<file path="config.mk">
export PLATFORM = sky130hd
export DESIGN_NAME = servo_gate_seq
export DESIGN_NICKNAME = d
export VERILOG_FILES = /design/src/rtl/servo_gate_seq_pkg.sv /design/src/rtl/servo_gate_seq_pwm_gen.sv /design/src/rtl/servo_gate_seq.sv
export SDC_FILE = /design/constraint.sdc
export NUM_CORES = 1
export LEC_CHECK = 0
export CAP_MARGIN = 5
export CORE_ASPECT_RATIO = 0.9
export CORE_MARGIN = 2
export CORE_UTILIZATION = 50
export CTS_CLUSTER_DIAMETER = 120
export DETAILED_ROUTE_END_ITERATION = 8
export PLACE_DENSITY_LB_ADDON = 0.2
export SYNTH_ARGS = -nofsm -noshare
export SYNTH_HDL_FRONTEND = slang
export SYNTH_SLANG_ARGS = --single-unit
</file>
<file path="constraint.sdc">
create_clock -name clk -period 2.6 [get_ports clk]
set_input_delay 0.52 -clock clk [delete_from_list [all_inputs] [get_ports clk]]
set_output_delay 0.52 -clock clk [all_outputs]
set_load 0.02 [all_outputs]
</file>
<file path="src/rtl/servo_gate_seq_pkg.sv">
// Shared definitions for the gate servo sequencer: state encoding, register widths
// and the default 50 MHz timing constants.
package servo_gate_seq_pkg;

    typedef enum logic [1:0] {
        ST_CLOSED    = 2'd0,
        ST_OPENING   = 2'd1,
        ST_OPEN_HOLD = 2'd2,
        ST_CLOSING   = 2'd3
    } state_t;

    localparam int PW_W    = 17;
    localparam int FRAME_W = 20;
    localparam int HOLD_W  = 8;

    localparam int unsigned DEF_FRAME_CYCLES = 1_000_000;
    localparam int unsigned DEF_PW_CLOSED    = 100_000;
    localparam int unsigned DEF_PW_OPEN      = 50_000;
    localparam int unsigned DEF_STEP         = 2_500;
    localparam int unsigned DEF_HOLD_FRAMES  = 150;

endpackage

</file>
<file path="src/rtl/servo_gate_seq_pwm_gen.sv">
// PWM frame generator: free-running frame counter, end-of-frame tick and a
// registered width comparator that drives the servo pin.
module servo_gate_seq_pwm_gen
    import servo_gate_seq_pkg::*;
#(
    parameter int unsigned FRAME_CYCLES = DEF_FRAME_CYCLES
) (
    input  logic            clk,
    input  logic            rst_n,
    input  logic [PW_W-1:0] pw_cur,
    output logic            frame_tick,
    output logic            servo_pwm
);

    localparam logic [FRAME_W-1:0] FRAME_LAST = FRAME_W'(FRAME_CYCLES - 1);

    logic [FRAME_W-1:0] frame_cnt;
    logic [FRAME_W-1:0] pw_ext;

    assign frame_tick = (frame_cnt == FRAME_LAST);
    assign pw_ext     = {{(FRAME_W - PW_W){1'b0}}, pw_cur};

    // pw_cur only moves on frame_tick, so the compare sees one width per frame
    always_ff @(posedge clk or negedge rst_n) begin
        if (!rst_n) begin
            frame_cnt <= '0;
            servo_pwm <= 1'b0;
        end else begin
            frame_cnt <= frame_tick ? '0 : frame_cnt + 1'b1;
            servo_pwm <= (frame_cnt < pw_ext);
        end
    end

endmodule

</file>
<file path="src/rtl/servo_gate_seq.sv">
// Gate/barrier servo sequencer: ramps the pulse width open one step per frame,
// holds, ramps closed, and reopens on obstruction or a fresh request.
module servo_gate_seq
    import servo_gate_seq_pkg::*;
#(
    parameter int unsigned FRAME_CYCLES = DEF_FRAME_CYCLES,
    parameter int unsigned PW_CLOSED    = DEF_PW_CLOSED,
    parameter int unsigned PW_OPEN      = DEF_PW_OPEN,
    parameter int unsigned STEP         = DEF_STEP,
    parameter int unsigned HOLD_FRAMES  = DEF_HOLD_FRAMES
) (
    input  logic clk,
    input  logic rst_n,
    input  logic enable,
    input  logic open_req,
    input  logic obstruct,
    output logic open_ack,
    output logic busy,
    output logic is_open,
    output logic closed_done,
    output logic servo_pwm
);

    localparam logic [PW_W-1:0]   PW_CLOSED_L = PW_W'(PW_CLOSED);
    localparam logic [PW_W-1:0]   PW_OPEN_L   = PW_W'(PW_OPEN);
    localparam logic [PW_W-1:0]   STEP_L      = PW_W'(STEP);
    localparam logic [HOLD_W-1:0] HOLD_LOAD   = HOLD_W'(HOLD_FRAMES - 1);

    state_t            state;
    logic [PW_W-1:0]   pw_cur;
    logic [HOLD_W-1:0] hold_cnt;
    logic              frame_tick;
    logic              accept;
    logic [PW_W-1:0]   pw_dec;
    logic [PW_W-1:0]   pw_inc;

    // One extra bit keeps the limit tests free of wrap-around.
    function automatic logic [PW_W-1:0] sat_toward_open(input logic [PW_W-1:0] pw);
        logic [PW_W:0] floor_pw;
        floor_pw = {1'b0, PW_OPEN_L} + {1'b0, STEP_L};
        if ({1'b0, pw} < floor_pw)
            return PW_OPEN_L;
        return pw - STEP_L;
    endfunction

    function automatic logic [PW_W-1:0] sat_toward_closed(input logic [PW_W-1:0] pw);
        logic [PW_W:0] sum;
        sum = {1'b0, pw} + {1'b0, STEP_L};
        if (sum >= {1'b0, PW_CLOSED_L})
            return PW_CLOSED_L;
        return sum[PW_W-1:0];
    endfunction

    assign pw_dec  = sat_toward_open(pw_cur);
    assign pw_inc  = sat_toward_closed(pw_cur);
    assign accept  = enable && open_req && (state != ST_OPENING);
    assign busy    = (state != ST_CLOSED);
    assign is_open = (state == ST_OPEN_HOLD);

    servo_gate_seq_pwm_gen #(
        .FRAME_CYCLES (FRAME_CYCLES)
    ) u_pwm_gen (
        .clk        (clk),
        .rst_n      (rst_n),
        .pw_cur     (pw_cur),
        .frame_tick (frame_tick),
        .servo_pwm  (servo_pwm)
    );

    always_ff @(posedge clk or negedge rst_n) begin
        if (!rst_n) begin
            state       <= ST_CLOSED;
            pw_cur      <= PW_CLOSED_L;
            hold_cnt    <= '0;
            open_ack    <= 1'b0;
            closed_done <= 1'b0;
        end else begin
            open_ack    <= accept;
            closed_done <= 1'b0;
            case (state)
                ST_CLOSED: begin
                    pw_cur <= PW_CLOSED_L;
                    if (accept)
                        state <= ST_OPENING;
                end
                ST_OPENING: begin
                    if (frame_tick) begin
                        pw_cur <= pw_dec;
                        if (pw_dec == PW_OPEN_L) begin
                            state    <= ST_OPEN_HOLD;
                            hold_cnt <= HOLD_LOAD;
                        end
                    end
                end
                ST_OPEN_HOLD: begin
                    // a reload always beats the per-frame countdown
                    if (accept || obstruct)
                        hold_cnt <= HOLD_LOAD;
                    else if (frame_tick) begin
                        if (hold_cnt == '0)
                            state <= ST_CLOSING;
                        else
                            hold_cnt <= hold_cnt - 1'b1;
                    end
                end
                ST_CLOSING: begin
                    // reversal freezes the width for this cycle, even on a tick
                    if (accept || obstruct)
                        state <= ST_OPENING;
                    else if (frame_tick) begin
                        pw_cur <= pw_inc;
                        if (pw_inc == PW_CLOSED_L) begin
                            state       <= ST_CLOSED;
                            closed_done <= 1'b1;
                        end
                    end
                end
                default: state <= ST_CLOSED;
            endcase
        end
    end

endmodule

</file>
Word-level counts from Yosys, hierarchy flattened
Cells that the tools add are included.

Output and inout bits: 5. Flip-flop bits (word level): 50.

Equal/unequal tests: 19. $lt $le $gt $ge: 3. Reductions and logical operators: 11. Multiplexer cells: 31. $add $sub $neg: 4.

Operators by type and width (number): $mux 17 (7); $pmux 17 s3 (1); $mux 8 (5); $add 20x1->20 const B (1); $eq 20x20->1 const B (1); $lt 20x17->1 (1); $mux 20 (1); $add 17x12->18 const B (1); $ge 18x17->1 const B (1); $mux 2 (9); $eq 17x16->1 const B (1); $eq 17x17->1 const B (1); $lt 17x16->1 const B (1); $sub 17x12->17 const B (1); $pmux 8 s2 (1); $ne 2x1->1 const B (5); $logic_not 8->1 (1); $ne 2x2->1 const B (4); $pmux 2 s4 (1); $reduce_and 8->1 (1); $sub 8x1->8 const B (1); $mux 1 (6); $ne 3x3->1 const B (2); $reduce_and 5->1 (1); other kinds (10) (13).

Longest topological paths before layout
Gate-level depths: netlist of the first run.

Depth after elaboration: 9. Depth in mapped cells: 13. Gate-level depth less buffers: 9.

Modules after synthesis
A second synthesis of the first run with hierarchy kept.

Cell total of the unflattened synthesis: 503. Area, all modules: 4157.7 um2.

By module, submodules not included: servo_gate_seq (area an instance 2713.9 um2, instances 1, cells an instance 346); servo_gate_seq_pwm_gen (area an instance 1443.9 um2, instances 1, cells an instance 157).

Worst setup path before layout of the first run
No wires, ideal clock.

Path kind: flip-flop to flip-flop. From: reg pw_cur[2]. To: reg hold_cnt[6]. Path slack: -41 ps. Period minus slack after synthesis: 2641 ps. Cell stages (with the launch flop): 13. Arrival: 2546 ps. Buffers on the path: 3. Path through: dfrtp_1 -> buf_2 -> inv_1 -> ha_1 -> nor3b_2 -> buf_4 -> nor3_1 -> o32ai_1 -> nor4_1 -> a41oi_1 -> or3_1 -> buf_2 -> o31ai_1.

Word-level cells in the longest chain between the ends: 6. Elaborated cells on any way between the ends: 7. Classes of those cells: add/sub (1); order compare (1); eq/ne (2); mux (2); reduce/logical (1).

RTL lines: start, declared (line servo_gate_seq.sv:30) `logic [PW_W-1:0] pw_cur;`; start signal, assigned (line servo_gate_seq.sv:88) `pw_cur <= pw_dec;`; start signal, assigned (line servo_gate_seq.sv:111) `pw_cur <= pw_inc;`; $lt 17x16->1 (line servo_gate_seq.sv:41) `if ({1'b0, pw} < floor_pw)`; $mux 1 (line servo_gate_seq.sv:41); $mux 17 (*) (line servo_gate_seq.sv:43) `return pw - STEP_L;`; $eq 17x16->1 (*) (line servo_gate_seq.sv:89) `if (pw_dec == PW_OPEN_L) begin`; $ne 2x2->1 (no source line) (*); $reduce_and 5->1 (no source line) (*); end signal, assigned (line servo_gate_seq.sv:103) `hold_cnt <= hold_cnt - 1'b1;`; end, declared (line servo_gate_seq.sv:31) `logic [HOLD_W-1:0] hold_cnt;`.

Every way passes the cells marked *; elsewhere a longest branch is shown, timed or not. A chain may end at the register's enable or synchronous reset.

Worst setup path in the final report of the first run
From: reg pw_cur[3]. To: reg state[1].

Word-level cells in the longest chain between the ends: 7. Elaborated cells on any way between the ends: 13. Classes of those cells: add/sub (2); order compare (2); eq/ne (4); mux (4); reduce/logical (1).

RTL lines: $add 17x12->18 (line servo_gate_seq.sv:48) `sum = {1'b0, pw} + {1'b0, STEP_L};`; $ge 18x17->1 (line servo_gate_seq.sv:49) `if (sum >= {1'b0, PW_CLOSED_L})`; $mux 1 (line servo_gate_seq.sv:49); $mux 17 (line servo_gate_seq.sv:51) `return sum[PW_W-1:0];`; $eq 17x17->1 (line servo_gate_seq.sv:112) `if (pw_inc == PW_CLOSED_L) begin`; $ne 3x3->1 (no source line); $reduce_and 8->1 (no source line) (*); end signal, assigned (line servo_gate_seq.sv:109) `state <= ST_OPENING;`; end signal, assigned (line servo_gate_seq.sv:113) `state <= ST_CLOSED;`; end signal, assigned (line servo_gate_seq.sv:118) `default: state <= ST_CLOSED;`; end, declared (line servo_gate_seq.sv:29) `state_t state;`.

Marked as above.

==> summary.txt, run 1 <==
Run status
  • Status: complete, but fails checks
  • Violated checks: setup timing

Cells and area
  • Layout area overhead: 25.47%
  • Share of post-route cells with drive strength above 1: about a quarter
  • Cell Count, Final, Fillers Out: ~650
  • Final Net Count: just under 600
  • ANT cells: 0
  • Finished Core Util: approximately two thirds
  • Design area: around 0.005 sq mm

Global routing
  • GRT overflow: 0
  • Initial antenna violation count: 0
  • Largest net degree at the start of global routing: 41
  • Vias in the first global route: around 3.9k
  • First-pass GRT wire length: slightly below 20000 um
  • Gr usage total: around 28%

STA
  • Total negative setup slack: -0.3519 ns
  • Fmax: 372.8 MHz
  • Final Hold Fails: 0
  • Slew @ Worst Pin: 0.9319 ns
  • Final Setup Violations: 11
  • RSZ-0062 raised after global routing: true
  • Worst Skew: 0.01413 ns
  • Period utilization: 103.2%
  • Min Clock Period, post-route: roughly 2.7 ns
  • Rel. slew slack: a little under two fifths
  • Slew Limit Fails: 0
  • Final WS setup: -0.08220 ns

Synthesis
  • Synth Flop Type: dfrtp_1
  • Number of synthesized flops with an enable pin: 0
  • Main combinational cell family by area after synthesis: simple AND/OR/NAND/NOR gates
  • Cell Area, Synth: around 0.004 sq mm
  • Synth Instances: just under 500
  • Post-Synth Simple-Gate Area: 26.28%
  • Adder-cell share of the synthesized area: 7.813%
  • Yosys warnings: 0
  • FF+latch count, synth: 50
  • Mux cell area share after synthesis: less than 1%
  • Synth Area in Compound Gates: 22.50%
  • Netlist cell types: 72
  • Sequential fraction of the synthesis area: around a third
  • Post-synth net total: around 520
  • Ys async rst share: 100.0%
  • Synthesized area per cell: roughly 8 sq um
  • XOR/XNOR share of the synthesized area: around 5.3%

Drt
  • First-iteration detailed-routing DRC count: ~340
  • Residual DRC: 0
  • Wire length per cell: between 15 and 20 um
  • DRT Pass-1 Iters: 7
  • Via count: between 4k and 5k
  • Final wirelength: 12010 um
  • Vias per cell: between 6 and 7
  • ANT nets after route: 0

Die
  • Ports: 10
  • Core ar.: approximately 0.0077 sq mm
  • Die width: just under 100 um
  • Die height: around 89 um
  • FP Rows: 30
  • Die area: 0.008741 sq mm
  • Starting Density: 52.29%

Clock tree
  • CTS tree: done
  • Max Root-Sink Buffers: 2
  • H-tree depth: 2
  • CTS clock-pin slew for the worst setup and hold paths: about 0.10 ns
  • Worst skew pair latency: 0.31 ns
  • Clock sinks: 50
  • Clock buffer count from CTS: 5
  • Root Buffer: clkbuf_8
  • Post-CTS Hold Fix Bufs: 0

Power and ir drop
  • Peak VDD IR: roughly 0.00048 V
  • Tot Pwr: 5191 uW
  • Leakage: between 0.002 and 0.0025 uW
  • Pwr dens: between 1000 and 1500 mW/mm^2

Worst setup path
  • R2r worst-path depth: 9
  • Worst setup endpoint: state[1]$_DFFE_PN0P_
  • Critical Path RT: 2.81 ns
  • Worst R2R Start: pw_cur[3]$_DFFE_PN0P_
  • Startpoint types: flip-flop
  • Worst setup path class: flip-flop to flip-flop
  • RR Endpoint: state[1]$_DFFE_PN0P_
  • Critical Path Start: pw_cur[3]$_DFFE_PN0P_
  • Crit end category: flip-flop
  • Critical path peak fanout: 5
  • Flop2flop setup slack: -0.08 ns
  • CP Data Arrival Time: between 2 and 3 ns

Place
  • GP Congestion: just over 0.9
  • Placed cell count: 634
  • Final HPWL DP: 8840 um
  • Placed instance area: about 0.0046 sq mm
  • PortBufs: 9

Flow run
  • Max-cap violations: 0

Min path
  • Worst hold path class: primary input to async pin
## flip-flops by register name (all words and copies together) (netlist names)
signal and cells:
closed_done 1, hold_cnt 8, open_ack 1, pw_cur 17, state 2, u_pwm_gen.frame_cnt 20, u_pwm_gen.servo_pwm 1
## where the power goes
part	switching, uW	internal (uW)	leakage (uW)
Combinational	1940	1480	0.00151
Sequential	255	947	0.000618
Clock	284	284	0.0000542
## worst max-delay path: stages, from the launching register on
cell	delay, ns
dfrtp_1	0.40
buf_6	0.14
nor4_4	0.42
nor2_2	0.11
xnor2_2	0.18
nor4_2	0.31
a41oi_2	0.24
buf_4	0.23
a211oi_4	0.24
mux2_4	0.32
## synthesized netlist by cell type (all sizes together) (7+ instances only)
cell type / n / area share, %
buf: 11 / 1.7
inv: 27 / 2.5
o31ai: 9 / 1.7
and3: 9 / 1.4
nand3: 23 / 3.0
ha: 25 / 7.8
a21oi: 29 / 3.7
xnor2: 11 / 2.4
clkbuf: 21 / 2.0
nor2: 48 / 4.5
nor4: 7 / 1.5
nor3: 18 / 2.4
or3: 8 / 1.3
o22ai: 7 / 1.3
dfrtp: 44 / 28
xor2: 13 / 2.8
nand2: 34 / 3.2
a31oi: 8 / 1.3
o21ai: 27 / 3.4
nand4: 16 / 2.5
## metrics by stage
step | hold WS (ns) | setup WS (ns)
6_report | 0.3354 | -0.08220
2_1_floorplan | 0.2244 | 0.02442
3_5_place_dp | 0.4968 | -0.09083
3_3_place_gp | 0.4792 | -0.01776
4_1_cts | 0.3684 | 0.009123
5_1_grt | 0.4175 | -0.1469
## per-layer routing
layer | vias to the layer above | part of all wire [%] | GRT usage, %
met5 | - | 0 | 0
met4 | 0 | 2.8 | 7.970
met3 | 46 | 7.6 | 4.066
met2 | 216 | 45 | 46.01
met1 | 1984 | 44 | 38.97
li1 | 1927 | - | -
## layout make-up
| cell class | instances | area, sq um |
|---|---|---|
| multi-input cells | 378 | 2701 |
| clock inverters | 2 | 38.79 |
| fillers | 639 | 2634 |
| clock buffers | 5 | 68.82 |
| flip-flops and latches | 50 | 1260 |
| repair buffers | 91 | 733.2 |
| well taps | 96 | 120.1 |
| inverters | 27 | 101.3 |
## placed cells by master (no fill, tap or decap), drive strengths merged, types with 8 or more instances in the layout
cell type	synthesis	layout
a31oi	8	8
clkdlybuf4s50	0	8
xnor2	11	11
nor3	18	18
inv	27	27
or3	8	8
dfrtp	44	44
nand2	34	34
ha	25	25
a21oi	29	29
nand4	16	16
o21ai	27	27
buf	11	83
and3	9	9
nor2	48	48
nand3	23	23
xor2	13	13
o31ai	9	9
## logic make-up after synthesis
logic type	after synthesis
simple gates	196
xor+xnor	24
compound gates	131
buf+inv	59
flops	50
fa+ha+maj	25
mux	2
## worst min-delay path by stage
stage	startpoint	end	slack [ns]
final	rst_n	pw_cur[6]$_DFFE_PN0P_	0.34
after global routing	rst_n	pw_cur[6]$_DFFE_PN0P_	0.42
after CTS	rst_n	pw_cur[8]$_DFFE_PN0P_	0.37
after detailed placement	hold_cnt[6]$_DFFE_PN0P_	hold_cnt[6]$_DFFE_PN0P_	0.50
after global placement	hold_cnt[6]$_DFFE_PN0P_	hold_cnt[6]$_DFFE_PN0P_	0.48
after floorplan	rst_n	closed_done$_DFF_PN0_	0.22
## repair_timing
item | 4_1_cts | 5_1_grt
gates cloned | 0 | 0
endpoints found under the setup margin | 15 | 25
resized for setup | 16 | 27
pin swaps | 8 | 17
setup buffers | 4 | 5
No activity file was read; power rests on OpenSTA's default activity.
==> run 2, diff against run 1 <==
--- a/config.mk
+++ b/config.mk
@@ -11,6 +11,7 @@
 export CORE_UTILIZATION = 50
 export CTS_CLUSTER_DIAMETER = 120
 export DETAILED_ROUTE_END_ITERATION = 8
+export MAX_ROUTING_LAYER = met4
 export PLACE_DENSITY_LB_ADDON = 0.2
 export SYNTH_ARGS = -nofsm -noshare
 export SYNTH_HDL_FRONTEND = slang
==> run 2 against run 1 <==
The run still ends with setup timing left; routed wire length up 3.5%; clock-buffer cell count grew 1; setup slack improved by 0.0081 ns; combinational power up 5%; clock skew fell by 0.0042 ns; sequential power grew 3%; die area is the same; total power increased by 4.7%; hold slack improved by 0.17 ns; largest cell class unchanged.
==> summary.txt, run 2 (same netlist as run 1, synthesis figures left out) <==
Die
  • Die width: 98.33 um
  • Die area: 0.008741 sq mm
  • FP Rows: 30
  • Die height: just under 90 um
  • Core ar.: 0.007657 sq mm
  • Starting Density: 52.29%
  • Ports: 10

Cells and area
  • Design area: between 0.005 and 0.006 sq mm
  • Commonest non-fill, non-tap cells in the layout: buf_4 (75), nor2_1 (46), dfrtp_1 (42), nand2_1 (33), a21oi_1 (27)
  • Fillers: roughly 600
  • Largest regs: u_pwm_gen.frame_cnt (20), pw_cur (17), hold_cnt (8)
  • Max FFs per register: 20
  • Share of post-route cells with drive strength above 1: between 20% and 30%
  • Commonest non-fill, non-tap cell in the layout: buf_4
  • ANT cells: 0
  • Layout area overhead: 28.53%
  • Cell Count, Final, Fillers Out: between 600 and 700
  • Final Net Count: just under 600
  • Biggest register: u_pwm_gen.frame_cnt

Worst setup path
  • CP Data Arrival Time: 2.88 ns
  • R2r worst-path depth: 9
  • Worst setup path class: flip-flop to flip-flop
  • Critical path peak fanout: 5
  • Flop2flop setup slack: -0.07 ns
  • RR Endpoint: state[1]$_DFFE_PN0P_
  • Startpoint types: flip-flop
  • Worst R2R Start: state[1]$_DFFE_PN0P_
  • Critical Path RT: around 2.8 ns
  • Crit end category: flip-flop

Place
  • PortBufs: 9
  • GP Congestion: between 0.9 and 1
  • Placed cell count: between 600 and 700
  • Placed instance area: ~0.0046 sq mm
  • DP Worst Slack: -0.1082 ns
  • Final HPWL DP: 8840 um

Clock tree
  • Max Root-Sink Buffers: 2
  • H-tree depth: 2
  • Clock buffer count from CTS: 5
  • Root Buffer: clkbuf_8
  • Worst skew pair latency: 0.32 ns
  • Clock sinks: 50
  • CTS tree: done
  • CTS clock-pin slew for the worst setup and hold paths: roughly 0.10 ns

Min path
  • HP Start: hold_cnt[6]$_DFFE_PN0P_
  • Hold-critical path endpoint: hold_cnt[6]$_DFFE_PN0P_
  • Min-Delay Path Depth: 1
  • Worst hold path class: flip-flop to flip-flop

STA
  • Final WS setup: -0.07415 ns
  • RSZ-0062 raised after global routing: true
  • Min Clock Period, post-route: 2.674 ns
  • Rel. slew slack: between 60% and 70%
  • Period utilization: 102.9%
  • Final Hold Fails: 0
  • Total negative setup slack: -0.1189 ns
  • Slew Limit Fails: 0
  • Fmax: approximately 370 MHz
  • Worst Skew: about 0.010 ns
  • Final Setup Violations: 2
  • Slew @ Worst Pin: 0.5146 ns

Run status
  • Violated checks: setup timing
  • Status: complete, but fails checks

Power and ir drop
  • Pwr dens: approximately 1100 mW/mm^2
  • Leakage: ~0.0022 uW
  • Peak VDD IR: around 0.00042 V

Global routing
  • Gr usage total: 28.89%
  • GRT overflow: 0
  • Vias in the first global route: between 4k and 5k
  • First-pass GRT wire length: between 15000 and 20000 um
  • Largest net degree at the start of global routing: 31
  • Initial antenna violation count: 0

Drt
  • First-iteration detailed-routing DRC count: 398
  • Final wirelength: around 12000 um
  • DRT Pass-1 Iters: 5
  • Via count: 4163
  • ANT nets after route: 0
  • Wire length per cell: between 15 and 20 um
  • Residual DRC: 0
  • Vias per cell: roughly 6.4

Flow run
  • Max-cap violations: 0
-- run 2: changes by cell type in the layout (fill, tap and decap cells not counted), sizes merged --
cell	change
clkinv	-1
buf	+2
inv	+1
dlygate4sd3	+1
clkbuf	+1
-- run 2: repair_timing --
item,4_1_cts,5_1_grt
pin swaps,4,20
endpoints found under the hold margin,3,0
hold buffers,1,0
gates resized for setup,18,47
setup buffers,4,13
setup endpoints to repair,17,23
-- run 2: worst max path at each step --
stage                                      from  slack, ns                      end  cells after the start
final                      state[1]$_DFFE_PN0P_      -0.07     state[1]$_DFFE_PN0P_                      9
after global placement                   enable      -0.08     state[1]$_DFFE_PN0P_                      8
after detailed placement  pw_cur[2]$_DFFE_PN0P_      -0.11     state[0]$_DFFE_PN0P_                     10
after CTS                 pw_cur[5]$_DFFE_PN1P_      0.003   pw_cur[14]$_DFFE_PN0P_                      9
after floorplan           pw_cur[2]$_DFFE_PN0P_       0.02  hold_cnt[6]$_DFFE_PN0P_                     13
after global routing      pw_cur[3]$_DFFE_PN0P_      -0.14     state[0]$_DFFE_PN0P_                      9
-- run 2: metal layers --
metal,GRT usage (%),wire length [um],vias up
met1,39.31,5527,1990
met4,11.71,347,0
met2,44.34,5700,202
li1,-,-,1933
met5,-,0,-
met3,3.597,854,38
-- run 2: layout make-up --
type                            instances  area [sq um]  share of cell area, %
Clock inverter                          2         38.79                 0.7537
Timing Repair Buffer                   94         770.7                  14.98
Tap cell                               96         120.1                  2.334
Multi-Input combinational cell        378          2768                  53.78
Sequential cell                        50          1265                  24.58
Clock buffer                            6         82.58                  1.605
Inverter                               27         101.3                  1.969
-- run 2: report_power, final --
group	switching [uW]	internal, uW
clock network	290	317
registers	286	952
logic	2000	1590
total	2570	2860
-- run 2: through the flow --
step           hold WS [ns]  total power (uW)  utilization [%]
5_1_grt              0.5088              5756            67.21
3_5_place_dp         0.3427              4084            59.84
3_3_place_gp         0.3387              4009            59.84
4_1_cts              0.4997              4832            63.04
6_report             0.5057              5433            67.21
2_1_floorplan        0.2244              3010                -
-- run 2: critical path: stages, from the launching register on --
cell and delay [ns]:
dfrtp_1 0.46, inv_2 0.09, ha_2 0.20, and3b_1 0.22, or2_2 0.32, o21ai_1 0.19, a22oi_1 0.11, or3_4 0.38
a211oi_4 0.27, mux2_4 0.33
==> run 3, diff against run 2 <==
--- a/config.mk
+++ b/config.mk
@@ -7,7 +7,7 @@
 export LEC_CHECK = 0
 export CAP_MARGIN = 5
 export CORE_ASPECT_RATIO = 0.9
-export CORE_MARGIN = 2
+export CORE_MARGIN = 8
 export CORE_UTILIZATION = 50
 export CTS_CLUSTER_DIAMETER = 120
 export DETAILED_ROUTE_END_ITERATION = 8
==> run 3 against run 2 <==
The flow still finishes with violations (setup timing); critical path depth up 4; clock skew up 0.0033 ns; via count down 1.5%; flip-flop and latch count unchanged; combinational power down 2%; sequential share of layout area down 0.36 points; hold slack worse by 0.37 ns; total power down 1.2%; first-iteration DRC count down 40%; critical path type unchanged; sequential power about the same; clock power up 0.8%; non-clock buffer count up 11.
==> summary.txt, run 3 (same netlist as run 1, synthesis figures left out) <==
Drt
  • Residual DRC: 0
  • Met3 routed WL: roughly 700 um
  • First-iteration detailed-routing DRC count: approximately 240
  • Final wirelength: around 12000 um
  • DRT Pass-1 Iters: 5
  • Met2 wire length: 5720 um
  • Wire length per cell: 18.47 um
  • Vias per cell: a little over 6
  • Wl on met1: roughly 5700 um
  • Uppermost routed layer: met4
  • Via count: between 4k and 5k
  • ANT nets after route: 0

Power and ir drop
  • Comb pwr share: between 60% and 70%
  • Int Pwr: 2833 uW
  • Clock share of power: between 10% and 20%
  • Peak VDD IR: approximately 0.00045 V
  • Tot Pwr: 5367 uW
  • Sw Share: 47.20%
  • Pwr dens: about 1000 mW/mm^2
  • Sequential share of power: 22.9%
  • Leakage: roughly 0.0023 uW
  • Net Sw Power: roughly 2500 uW

STA
  • Total negative setup slack: -0.1928 ns
  • Final WS setup: -0.08610 ns
  • Slew @ Worst Pin: roughly 0.5 ns
  • Period utilization: 103.3%
  • Final Hold Fails: 0
  • Hold WS: roughly 0.14 ns
  • Rel. slew slack: 66.35%
  • Final Setup Violations: 5
  • Worst Skew: ~0.013 ns
  • Slew Limit Fails: 0
  • Fmax: 372.3 MHz
  • RSZ-0062 raised after global routing: true
  • Min Clock Period, post-route: between 2 and 3 ns

Cells and area
  • Finished Core Util: between 60% and 70%
  • ANT cells: 0
  • Largest regs: u_pwm_gen.frame_cnt (20), pw_cur (17), hold_cnt (8)
  • Commonest non-fill, non-tap cells in the layout: buf_4 (89), nor2_1 (46), dfrtp_1 (42), nand2_1 (31), a21oi_1 (26)
  • Commonest non-fill, non-tap cell in the layout: buf_4
  • Share of post-route cells with drive strength above 1: between 20% and 30%
  • Biggest register: u_pwm_gen.frame_cnt
  • Final Net Count: 597
  • Max FFs per register: 20
  • Layout area overhead: 30.03%

Global routing
  • First-pass GRT wire length: slightly below 20000 um
  • Largest net degree at the start of global routing: 23
  • GRT overflow: 0
  • Vias in the first global route: approximately 3.9k
  • Gr usage total: 22.70%
  • Initial antenna violation count: 0

Worst setup path
  • Max incr delay on CP: between 0.4 and 0.5 ns
  • CP Data Arrival Time: approximately 2.9 ns
  • CP dominant cell by count: buf_4
  • Crit path max-delay family: buffers and inverters
  • Slowest CP cell: dfrtp_1
  • Worst Path Buf+Inv: 5
  • Critical Path RT: roughly 2.8 ns
  • Startpoint types: flip-flop
  • Critical path peak fanout: 3
  • Worst setup path class: flip-flop to flip-flop
  • Crit path cell chain: inv_2 > ha_4 > nor3b_4 > buf_6 > buf_4 > buf_4 > o21a_1 > xnor2_1 > nor2_1 > a41oi_2 > buf_4 > a211oi_4 > mux2_4
  • Crit end category: flip-flop

Place
  • GP Congestion: approximately 0.95
  • PortBufs: 9
  • Final HPWL DP: 9107 um
  • DP Worst Slack: -0.1112 ns

Min path
  • Worst hold path class: primary input to async pin

Clock tree
  • Clock buffer count from CTS: 5
  • Post-CTS Hold Fix Bufs: 0
  • Max Root-Sink Buffers: 2
  • H-tree depth: 2
  • CTS tree: done
  • Worst skew pair latency: ~0.32 ns
  • Root Buffer: clkbuf_8
  • Clock sinks: 50
  • CTS clock-pin slew for the worst setup and hold paths: 0.11 ns

Flow run
  • Max-cap violations: 0

Die
  • Die width: between 100 and 150 um
  • Die height: approximately 100 um
  • Die area: 0.01113 sq mm
  • Core ar.: slightly below 0.008 sq mm
  • FP Rows: 31
  • Ports: 10
  • Starting Density: 50.60%

Run status
  • Violated checks: setup timing
  • Status: complete, but fails checks
[run 3: cell types whose count changed in the layout (fill, tap and decap cells not counted), sizes merged]
cell	change
dlygate4sd3	-1
buf	+12
[run 3: worst paths after layout]
check / startpoint / endpoint / slack, ns / cells past startpoint
max in group asynchronous: rst_n / u_pwm_gen.frame_cnt[16]$_DFF_PN0_ / 1.78 / 2
min in group clk: pw_cur[1]$_DFFE_PN0P_ / pw_cur[1]$_DFFE_PN0P_ / 0.54 / 2
worst max register to register: pw_cur[2]$_DFFE_PN0P_ / state[1]$_DFFE_PN0P_ / -0.09 / 13
worst min register to register: pw_cur[1]$_DFFE_PN0P_ / pw_cur[1]$_DFFE_PN0P_ / 0.54 / 2
worst max-delay path: pw_cur[2]$_DFFE_PN0P_ / state[1]$_DFFE_PN0P_ / -0.09 / 13
worst min-delay path: rst_n / closed_done$_DFF_PN0_ / 0.14 / 1
[run 3: layout make-up]
cell class | instances | area [sq um]
clock buffers | 6 | 82.58
fillers | 639 | 2706
flip-flops and latches | 50 | 1261
repair buffers | 105 | 832.0
clock inverters | 2 | 38.79
well taps | 99 | 123.9
inverters | 27 | 101.3
multi-input cells | 378 | 2766
[run 3: per-stage QoR]
stage	instances	instance area (sq um)
detailed placement	646	4693
global route	667	5206
CTS	660	4938
floorplan	487	4009
finish	667	5206
global placement	646	4693
[run 3: repair_timing]
item | CTS | global route
cloned | 0 | 0
pin swaps | 6 | 22
buffers inserted | 6 | 8
endpoints found under the setup margin | 13 | 23
gates resized for setup | 16 | 43
[run 3: power by group through the flow]
stage | logic [uW] | clock network, uW | registers, uW
4_1_cts | 3130 | 627 | 1220
3_3_place_gp | 2910 | 0 | 1220
5_1_grt | 3800 | 660 | 1250
2_1_floorplan | 1950 | 0 | 1050
6_report | 3520 | 613 | 1230
3_5_place_dp | 2950 | 0 | 1230
[run 3: layer usage]
metal,vias up,global-route usage [%]
li1,1968,-
met1,1972,30.97
met2,138,34.29
met3,21,3.005
met4,0,6.346
met5,-,-
